**src/rtl/latency_meter_pkg.sv**
```systemverilog
// Shared types for the round-trip latency meter: FSM states and the BCD digit type.
package latency_meter_pkg;

    typedef enum logic [1:0] {IDLE, ARMING, RECEIVING, PAUSING} state_e;

    typedef logic [3:0] bcd_t;

    localparam bcd_t BCD_NINE = 4'd9;

endpackage

```
**src/rtl/bcd_digit_counter.sv**
```systemverilog
// One BCD digit of the latency counter; chains through carry_in/carry_out and holds when saturated.
module bcd_digit_counter
    import latency_meter_pkg::*;
(
    input  logic clk,
    input  logic resetn,
    input  logic clear,
    input  logic carry_in,
    input  logic saturate,
    output bcd_t digit,
    output logic carry_out
);

    bcd_t digit_q;

    always_ff @(posedge clk) begin
        if (!resetn) begin
            digit_q <= '0;
        end else if (clear) begin
            digit_q <= '0;
        end else if (carry_in && !saturate) begin
            digit_q <= (digit_q == BCD_NINE) ? '0 : digit_q + 4'd1;
        end
    end

    assign carry_out = carry_in && (digit_q == BCD_NINE);
    assign digit     = digit_q;

endmodule

```
**src/rtl/debouncer.sv**
```systemverilog
// Level debouncer: the output follows the synchronised input once it has differed for PERIOD cycles.
module debouncer #(
    parameter int unsigned PERIOD = 10_000
) (
    input  logic clk,
    input  logic resetn,
    input  logic noisy,
    output logic debounce,
    output logic debouncing
);

    localparam int unsigned CW = (PERIOD > 1) ? $clog2(PERIOD) : 1;
    localparam logic [CW-1:0] CNT_LAST = CW'(PERIOD - 1);

    logic          in_sync;
    logic          out_q;
    logic [CW-1:0] cnt_q;

    synchronizer #(
        .STAGES(2)
    ) u_sync (
        .clk   (clk),
        .resetn(resetn),
        .d     (noisy),
        .q     (in_sync)
    );

    always_ff @(posedge clk) begin
        if (!resetn) begin
            out_q <= 1'b0;
            cnt_q <= '0;
        end else if (in_sync == out_q) begin
            cnt_q <= '0;
        end else if (cnt_q == CNT_LAST) begin
            out_q <= in_sync;
            cnt_q <= '0;
        end else begin
            cnt_q <= cnt_q + CW'(1);
        end
    end

    assign debounce   = out_q;
    assign debouncing = (in_sync != out_q);

endmodule

```
**src/rtl/seven_decimal.sv**
```systemverilog
// BCD to seven-segment decoder, seg[6:0] = gfedcba active high, seg[7] = decimal point.
module seven_decimal
    import latency_meter_pkg::*;
(
    input  bcd_t       digit,
    input  logic       point,
    output logic [7:0] seg
);

    always_comb begin
        seg[7] = point;
        case (digit)
            4'd0:    seg[6:0] = 7'h3F;
            4'd1:    seg[6:0] = 7'h06;
            4'd2:    seg[6:0] = 7'h5B;
            4'd3:    seg[6:0] = 7'h4F;
            4'd4:    seg[6:0] = 7'h66;
            4'd5:    seg[6:0] = 7'h6D;
            4'd6:    seg[6:0] = 7'h7D;
            4'd7:    seg[6:0] = 7'h07;
            4'd8:    seg[6:0] = 7'h7F;
            4'd9:    seg[6:0] = 7'h6F;
            default: seg[6:0] = 7'h00;
        endcase
    end

endmodule

```
**src/rtl/synchronizer.sv**
```systemverilog
// Multi-flop synchronizer for an asynchronous single-bit input; STAGES must be at least 2.
module synchronizer #(
    parameter int unsigned STAGES = 2
) (
    input  logic clk,
    input  logic resetn,
    input  logic d,
    output logic q
);

    logic [STAGES-1:0] sync_q;

    always_ff @(posedge clk) begin
        if (!resetn) begin
            sync_q <= '0;
        end else begin
            sync_q <= {sync_q[STAGES-2:0], d};
        end
    end

    assign q = sync_q[STAGES-1];

endmodule

```
**src/rtl/latency_meter.sv**
```systemverilog
// Round-trip latency meter: times send-to-receive in BCD ticks and shows it on seven-segment codes.
// Define LATENCY_METER_MAX_HOLD_EN to display the running maximum of non-overflow results instead.
module latency_meter
    import latency_meter_pkg::*;
#(
    parameter int unsigned DIGITS          = 4,
    parameter int unsigned TICK_CYCLES     = 10_000,
    parameter int unsigned PAUSE_CYCLES    = 10_000_000,
    parameter int unsigned DEBOUNCE_CYCLES = 10_000,
    parameter int unsigned POINT_DIGIT     = 1
) (
    input  logic                clk,
    input  logic                resetn,
    input  logic                run,
    input  logic                start,
    input  logic                send,
    input  logic                receive,
    output logic                enable,
    output logic                busy,
    output logic                valid,
    output logic                overflow,
    output logic [8*DIGITS-1:0] segments
);

    localparam int unsigned TW = (TICK_CYCLES > 1) ? $clog2(TICK_CYCLES) : 1;
    localparam int unsigned PW = (PAUSE_CYCLES > 1) ? $clog2(PAUSE_CYCLES) : 1;
    localparam logic [TW-1:0] TICK_LAST  = TW'(TICK_CYCLES - 1);
    localparam logic [PW-1:0] PAUSE_LAST = PW'(PAUSE_CYCLES - 1);

    state_e state_q, state_d;

    logic send_sync;
    logic rx_deb;
    logic rx_debouncing;

    logic [TW-1:0] tick_q;
    logic [PW-1:0] pause_q;
    logic          tick_wrap;

    logic arm_go;
    logic tick_run;
    logic count_en;
    logic latch_result;
    logic latch_overflow;

    bcd_t                digit_val [DIGITS];
    logic [DIGITS:0]     carry;
    logic [4*DIGITS-1:0] digits_flat;
    logic [4*DIGITS-1:0] result_bcd;

    logic [4*DIGITS-1:0] disp_q;
    logic                disp_on_q;
    logic                valid_q;
    logic                overflow_q;
    logic [8*DIGITS-1:0] seg_raw;

    synchronizer #(
        .STAGES(2)
    ) u_send_sync (
        .clk   (clk),
        .resetn(resetn),
        .d     (send),
        .q     (send_sync)
    );

    debouncer #(
        .PERIOD(DEBOUNCE_CYCLES)
    ) u_rx_debounce (
        .clk       (clk),
        .resetn    (resetn),
        .noisy     (receive),
        .debounce  (rx_deb),
        .debouncing(rx_debouncing)
    );

    // Digit 0 is stepped on each tick wrap; a carry out of the top digit means all digits are 9.
    assign tick_wrap = (tick_q == TICK_LAST);
    assign count_en  = (state_q == RECEIVING) && !rx_deb && tick_wrap;
    assign carry[0]  = count_en;

    for (genvar i = 0; i < DIGITS; i++) begin : g_digit
        bcd_digit_counter u_digit (
            .clk      (clk),
            .resetn   (resetn),
            .clear    (arm_go),
            .carry_in (carry[i]),
            .saturate (carry[DIGITS]),
            .digit    (digit_val[i]),
            .carry_out(carry[i+1])
        );

        assign digits_flat[4*i +: 4] = digit_val[i];

        seven_decimal u_seg (
            .digit(disp_q[4*i +: 4]),
            .point(i == POINT_DIGIT),
            .seg  (seg_raw[8*i +: 8])
        );
    end

    always_ff @(posedge clk) begin
        if (!resetn) begin
            state_q <= IDLE;
        end else begin
            state_q <= state_d;
        end
    end

    always_comb begin
        state_d = state_q;
        unique case (state_q)
            IDLE:      if (start) state_d = ARMING;
            ARMING:    if (arm_go) state_d = RECEIVING;
            RECEIVING: if (latch_result || latch_overflow) state_d = PAUSING;
            PAUSING:   if (pause_q == PAUSE_LAST) state_d = run ? ARMING : IDLE;
            default:   state_d = IDLE;
        endcase
    end

    always_comb begin
        enable         = 1'b0;
        busy           = (state_q != IDLE);
        arm_go         = 1'b0;
        tick_run       = 1'b0;
        latch_result   = 1'b0;
        latch_overflow = 1'b0;
        unique case (state_q)
            IDLE: ;
            ARMING: begin
                // Never arm while a previous receive is still high or settling.
                if (!(rx_deb || rx_debouncing)) begin
                    enable = 1'b1;
                    arm_go = send_sync;
                end
            end
            RECEIVING: begin
                if (rx_deb) begin
                    latch_result = 1'b1;
                end else begin
                    tick_run       = 1'b1;
                    latch_overflow = carry[DIGITS];
                    enable         = !carry[DIGITS];
                end
            end
            PAUSING: ;
            default: ;
        endcase
    end

    always_ff @(posedge clk) begin
        if (!resetn) begin
            tick_q <= '0;
        end else if (arm_go) begin
            tick_q <= '0;
        end else if (tick_run) begin
            tick_q <= tick_wrap ? '0 : tick_q + TW'(1);
        end
    end

    always_ff @(posedge clk) begin
        if (!resetn) begin
            pause_q <= '0;
        end else if (state_q != PAUSING) begin
            pause_q <= '0;
        end else if (pause_q != PAUSE_LAST) begin
            pause_q <= pause_q + PW'(1);
        end
    end

`ifdef LATENCY_METER_MAX_HOLD_EN
    logic [4*DIGITS-1:0] max_q;

    // Packed BCD with the MSD on top compares correctly as a plain unsigned vector.
    assign result_bcd = (digits_flat > max_q) ? digits_flat : max_q;

    always_ff @(posedge clk) begin
        if (!resetn) begin
            max_q <= '0;
        end else if (latch_result) begin
            max_q <= result_bcd;
        end
    end
`else
    assign result_bcd = digits_flat;
`endif

    always_ff @(posedge clk) begin
        if (!resetn) begin
            valid_q    <= 1'b0;
            overflow_q <= 1'b0;
            disp_on_q  <= 1'b0;
            disp_q     <= '0;
        end else begin
            valid_q <= latch_result || latch_overflow;
            if (latch_result) begin
                disp_q     <= result_bcd;
                disp_on_q  <= 1'b1;
                overflow_q <= 1'b0;
            end else if (latch_overflow) begin
                disp_q     <= digits_flat;
                disp_on_q  <= 1'b1;
                overflow_q <= 1'b1;
            end
        end
    end

    assign valid    = valid_q;
    assign overflow = overflow_q;
    assign segments = disp_on_q ? seg_raw : '0;

endmodule
```
**config.mk**
```make
export PLATFORM = sky130hd
export DESIGN_NAME = latency_meter
export DESIGN_NICKNAME = d
export VERILOG_FILES = /design/src/rtl/latency_meter_pkg.sv /design/src/rtl/bcd_digit_counter.sv /design/src/rtl/debouncer.sv /design/src/rtl/seven_decimal.sv /design/src/rtl/synchronizer.sv /design/src/rtl/latency_meter.sv
export SDC_FILE = /design/constraint.sdc
export NUM_CORES = 1
export LEC_CHECK = 0
export BUFFER_PORTS_ARGS = -buffer_cell sky130_fd_sc_hd__buf_2
export CAP_MARGIN = 40
export CORE_UTILIZATION = 34
export CTS_CLUSTER_SIZE = 30
export DETAILED_ROUTE_END_ITERATION = 8
export GPL_TIMING_DRIVEN = 0
export PLACE_DENSITY = 0.6
export SLEW_MARGIN = 20
export SYNTH_ARGS = -nofsm -noshare
export SYNTH_HDL_FRONTEND = slang
export SYNTH_HIERARCHICAL = 1
export SYNTH_SLANG_ARGS = --single-unit
```
**constraint.sdc**
```tcl
create_clock -name clk -period 4.5 [get_ports clk]
set_clock_uncertainty 0.05 [all_clocks]
set_input_delay 0.9 -clock clk [delete_from_list [all_inputs] [get_ports clk]]
set_output_delay 0.9 -clock clk [all_outputs]
set_load 0.05 [all_outputs]
```
==> flow_summary.toml <==
[cts]
cts_tree = "done"
cts_max_level = 3
clk_pin_slew_ns = 0.07
ctsRootBufferMaster = "clkbuf_16"
numCtsBuffers = 9
clk_path_buf_depth = 2
cts_sinks = 94
clk_latency_ns = 0.35
hold_buffers = 0

[setup_path]
crit_path_start_kind = "flip-flop"
r2r_end = "disp_q[7]"
cp.required_ns = 3.55
crit_type = "reg2out"
cp_max_fo = 8
rrSetupSlack_ns = 0.72
endpoint_kind = "primary output"
critPathArrivalTime_ns = 3.27
timing.rr.start = "state_q[0]"
worstRegToRegCells = 19

[drt]
drt_iter0_drc = 231
wl_um = 10530
dr.pass1.iters = 4
post_drt_via_cell_ratio = 4.786
drc = 0
route.vias.total = 4456
postRouteAntennaNets = 0
wl_per_cell_um = 11.31

[worst_hold_path]
min_to = "u_rx_debounce/u_sync/sync_q[1]"
worstHoldStart = "u_rx_debounce/u_sync/sync_q[0]"
hold_path_depth = 1
hp-class = "reg2reg"

[synth]
async_reset_ff_frac = 0
yosys-top-cells-area = "dfxtp_1 (34%), ha_1 (7.3%), nand2_1 (4.7%), and2_1 (4.3%), nor2_1 (4.0%)"
synth_warnings = 6
synth_top_area_frac = 0.3432
ys.flop_type = "dfxtp_1"
synthTopCellsByCount = "dfxtp_1 (94), nand2_1 (68), nor2_1 (59), a21oi_1 (39), and2_1 (38)"
syn_area_um2 = 5483
synth-edff-count = 0
synth_seq_cells = 94
syn-mean-instance-area_um2 = 8.332
synth.most_common_cell = "dfxtp_1"
synth_top_area_cell = "dfxtp_1"
syn_inst = 658
synth_cell_types = 69
ys_seq_area_frac = 0.3432

[die]
initial_utilization = 0.3464
die_area_um2 = 16640
io_pins = 42
core_area_um2 = 15830
die_h_um = 129.0
die_w_um = 129.0
row_count = 46

[placement]
place_hpwl_um = 7528
port_buffers = 38
dp.cells = 914
place_congestion = 0.7697
pre_cts_ws_ns = -0.5101

[global_route]
grt_pass1_wl_um = 18290
track_usage = 0.1348
grt_max_degree = 18
antenna_found_initial = 1
grt_pass1_vias = 3977
grt_overflow = 0

[sta]
hold_viol = 0
setup_viol = 0
worstMarginPinSlew_ns = 0.6692
slew_headroom = 0.5478
max_freq_ghz = 0.2369
fin_crit_ns = 4.220
rsz0062_at_grt = "no"
setup_slack_ns = 0.2796
drv_slew = 0
period_share = 0.9379

[final_layout]
nets = 748
drive_gt1_frac = 0.1524
synthToLayoutAreaGrowth_pct = 14.92
fin_cells = 931
diodes = 0

[power]
irDropWorstVdd_v = 0.0002333
p_leak_nw = 2.230
power.density_nw_per_um2 = 287.5

[flow_run]
cap_violations = 0

[run_status]
status = "finished clean"
[worst max-delay path, cell delays in order, from the launching register on]
cell and delay (ns):
dfxtp_1 0.37, inv_2 0.12, ha_4 0.18, and4b_2 0.29
nand2_1 0.14, nor2_4 0.17, nand3_1 0.13, nor2_4 0.15
nand3_1 0.14, nor2_4 0.15, nand3_1 0.14, nor2_4 0.15
nand3_1 0.13, nor2_4 0.15, inv_1 0.06, a21oi_1 0.13
nor3b_1 0.08, buf_2 0.23
[cell usage in the layout (no fill, tap or decap), types with 9 or more instances in the layout]
| master | netlist | layout |
|---|---|---|
| a21oi_1 | 39 | 39 |
| and2_1 | 38 | 38 |
| buf_2 | 0 | 39 |
| clkbuf_1 | 15 | 14 |
| clkbuf_16 | 0 | 9 |
| dfxtp_1 | 94 | 94 |
| ha_1 | 32 | 31 |
| inv_1 | 31 | 30 |
| nand2_1 | 68 | 68 |
| nand3_1 | 23 | 23 |
| nand4_1 | 12 | 12 |
| nor2_1 | 59 | 54 |
| nor2b_1 | 12 | 12 |
| o21ai_0 | 25 | 25 |
| o22ai_1 | 16 | 16 |
| or3_1 | 13 | 13 |
| xnor2_1 | 24 | 24 |
| xor2_1 | 16 | 16 |
[cells by family (layout without fill, tap and decap cells)]
group	after synthesis	count (layout)	synth area share
adders and majority gates	32	32	0.07303
and+or+nand+nor	296	296	0.3049
AOI/OAI and AO/OA	122	122	0.1404
xor gates and xnor gates	40	40	0.06390
other	2	4	0.001370
muxes	9	9	0.01666
buffers and inverters	63	118	0.05659
DFF	94	94	0.3432
[repair_timing]
action | CTS | global route
buffers inserted | 1 | 0
setup endpoints to repair | 13 | 1
pin swaps | 1 | 0
resized for setup | 8 | 6
hold endpoints to repair | 0 | 0
[routing by layer]
layer / share of wire / vias up / GRT usage
met1: 0.51 / 2005 / 0.1768
met2: 0.45 / 50 / 0.2159
li1: - / 2388 / -
met5: 0.00076 / - / 0
met4: 0.012 / 2 / 0.04775
met3: 0.031 / 11 / 0.03160
[stage by stage]
step | setup TNS [ns] | power, W | util | instance area [µm²] | hold slack (ns)
after floorplan | 0 | 0.001036 | - | 5490 | 0.3618
after global placement | -1.582 | 0.001085 | 0.3760 | 5951 | 0.3727
after detailed placement | -2.785 | 0.001084 | 0.3760 | 5951 | 0.3706
after CTS | 0 | 0.001837 | 0.3959 | 6266 | 0.3858
after global routing | 0 | 0.001901 | 0.3981 | 6301 | 0.3988
final | 0 | 0.001812 | 0.3981 | 6301 | 0.3844
[final cells by class]
type,count,area (µm²)
fill,1596,9527
clock inverter,6,51.30
timing repair buffer,40,202.7
inverter,34,127.6
buffer,28,178.9
sequential,94,1882
clock buffer,10,239.0
tap,216,270.3
multi-input combinational,503,3349
[how the worst max path moves through the flow]
stage	from	to	slack [ns]	cells past startpoint
after floorplan	state_q[0]	enable	0.34	17
after global placement	state_q[0]	enable	-0.40	18
after detailed placement	state_q[0]	enable	-0.51	18
after CTS	state_q[0]	enable	0.04	17
after global routing	state_q[0]	enable	0.005	17
final	state_q[0]	enable	0.28	17
[flip-flops by register name, summed over array words and instances, names as in the netlist]
register                     flops
pause_q                         24
disp_q                          16
g_digit.u_digit/digit           16
tick_q                          14
u_rx_debounce/cnt_q             14
state_q                          2
u_rx_debounce/u_sync/sync_q      2
u_send_sync/sync_q               2
disp_on_q                        1
overflow                         1
u_rx_debounce/debounce           1
valid                            1
[power breakdown]
group	total (W)	switching, W	internal, W
Combinational	0.000203	0.000125	0.0000779
Clock	0.000743	0.000344	0.000399
Sequential	0.000866	0.0000197	0.000846
No activity file was read; power rests on OpenSTA's default activity.
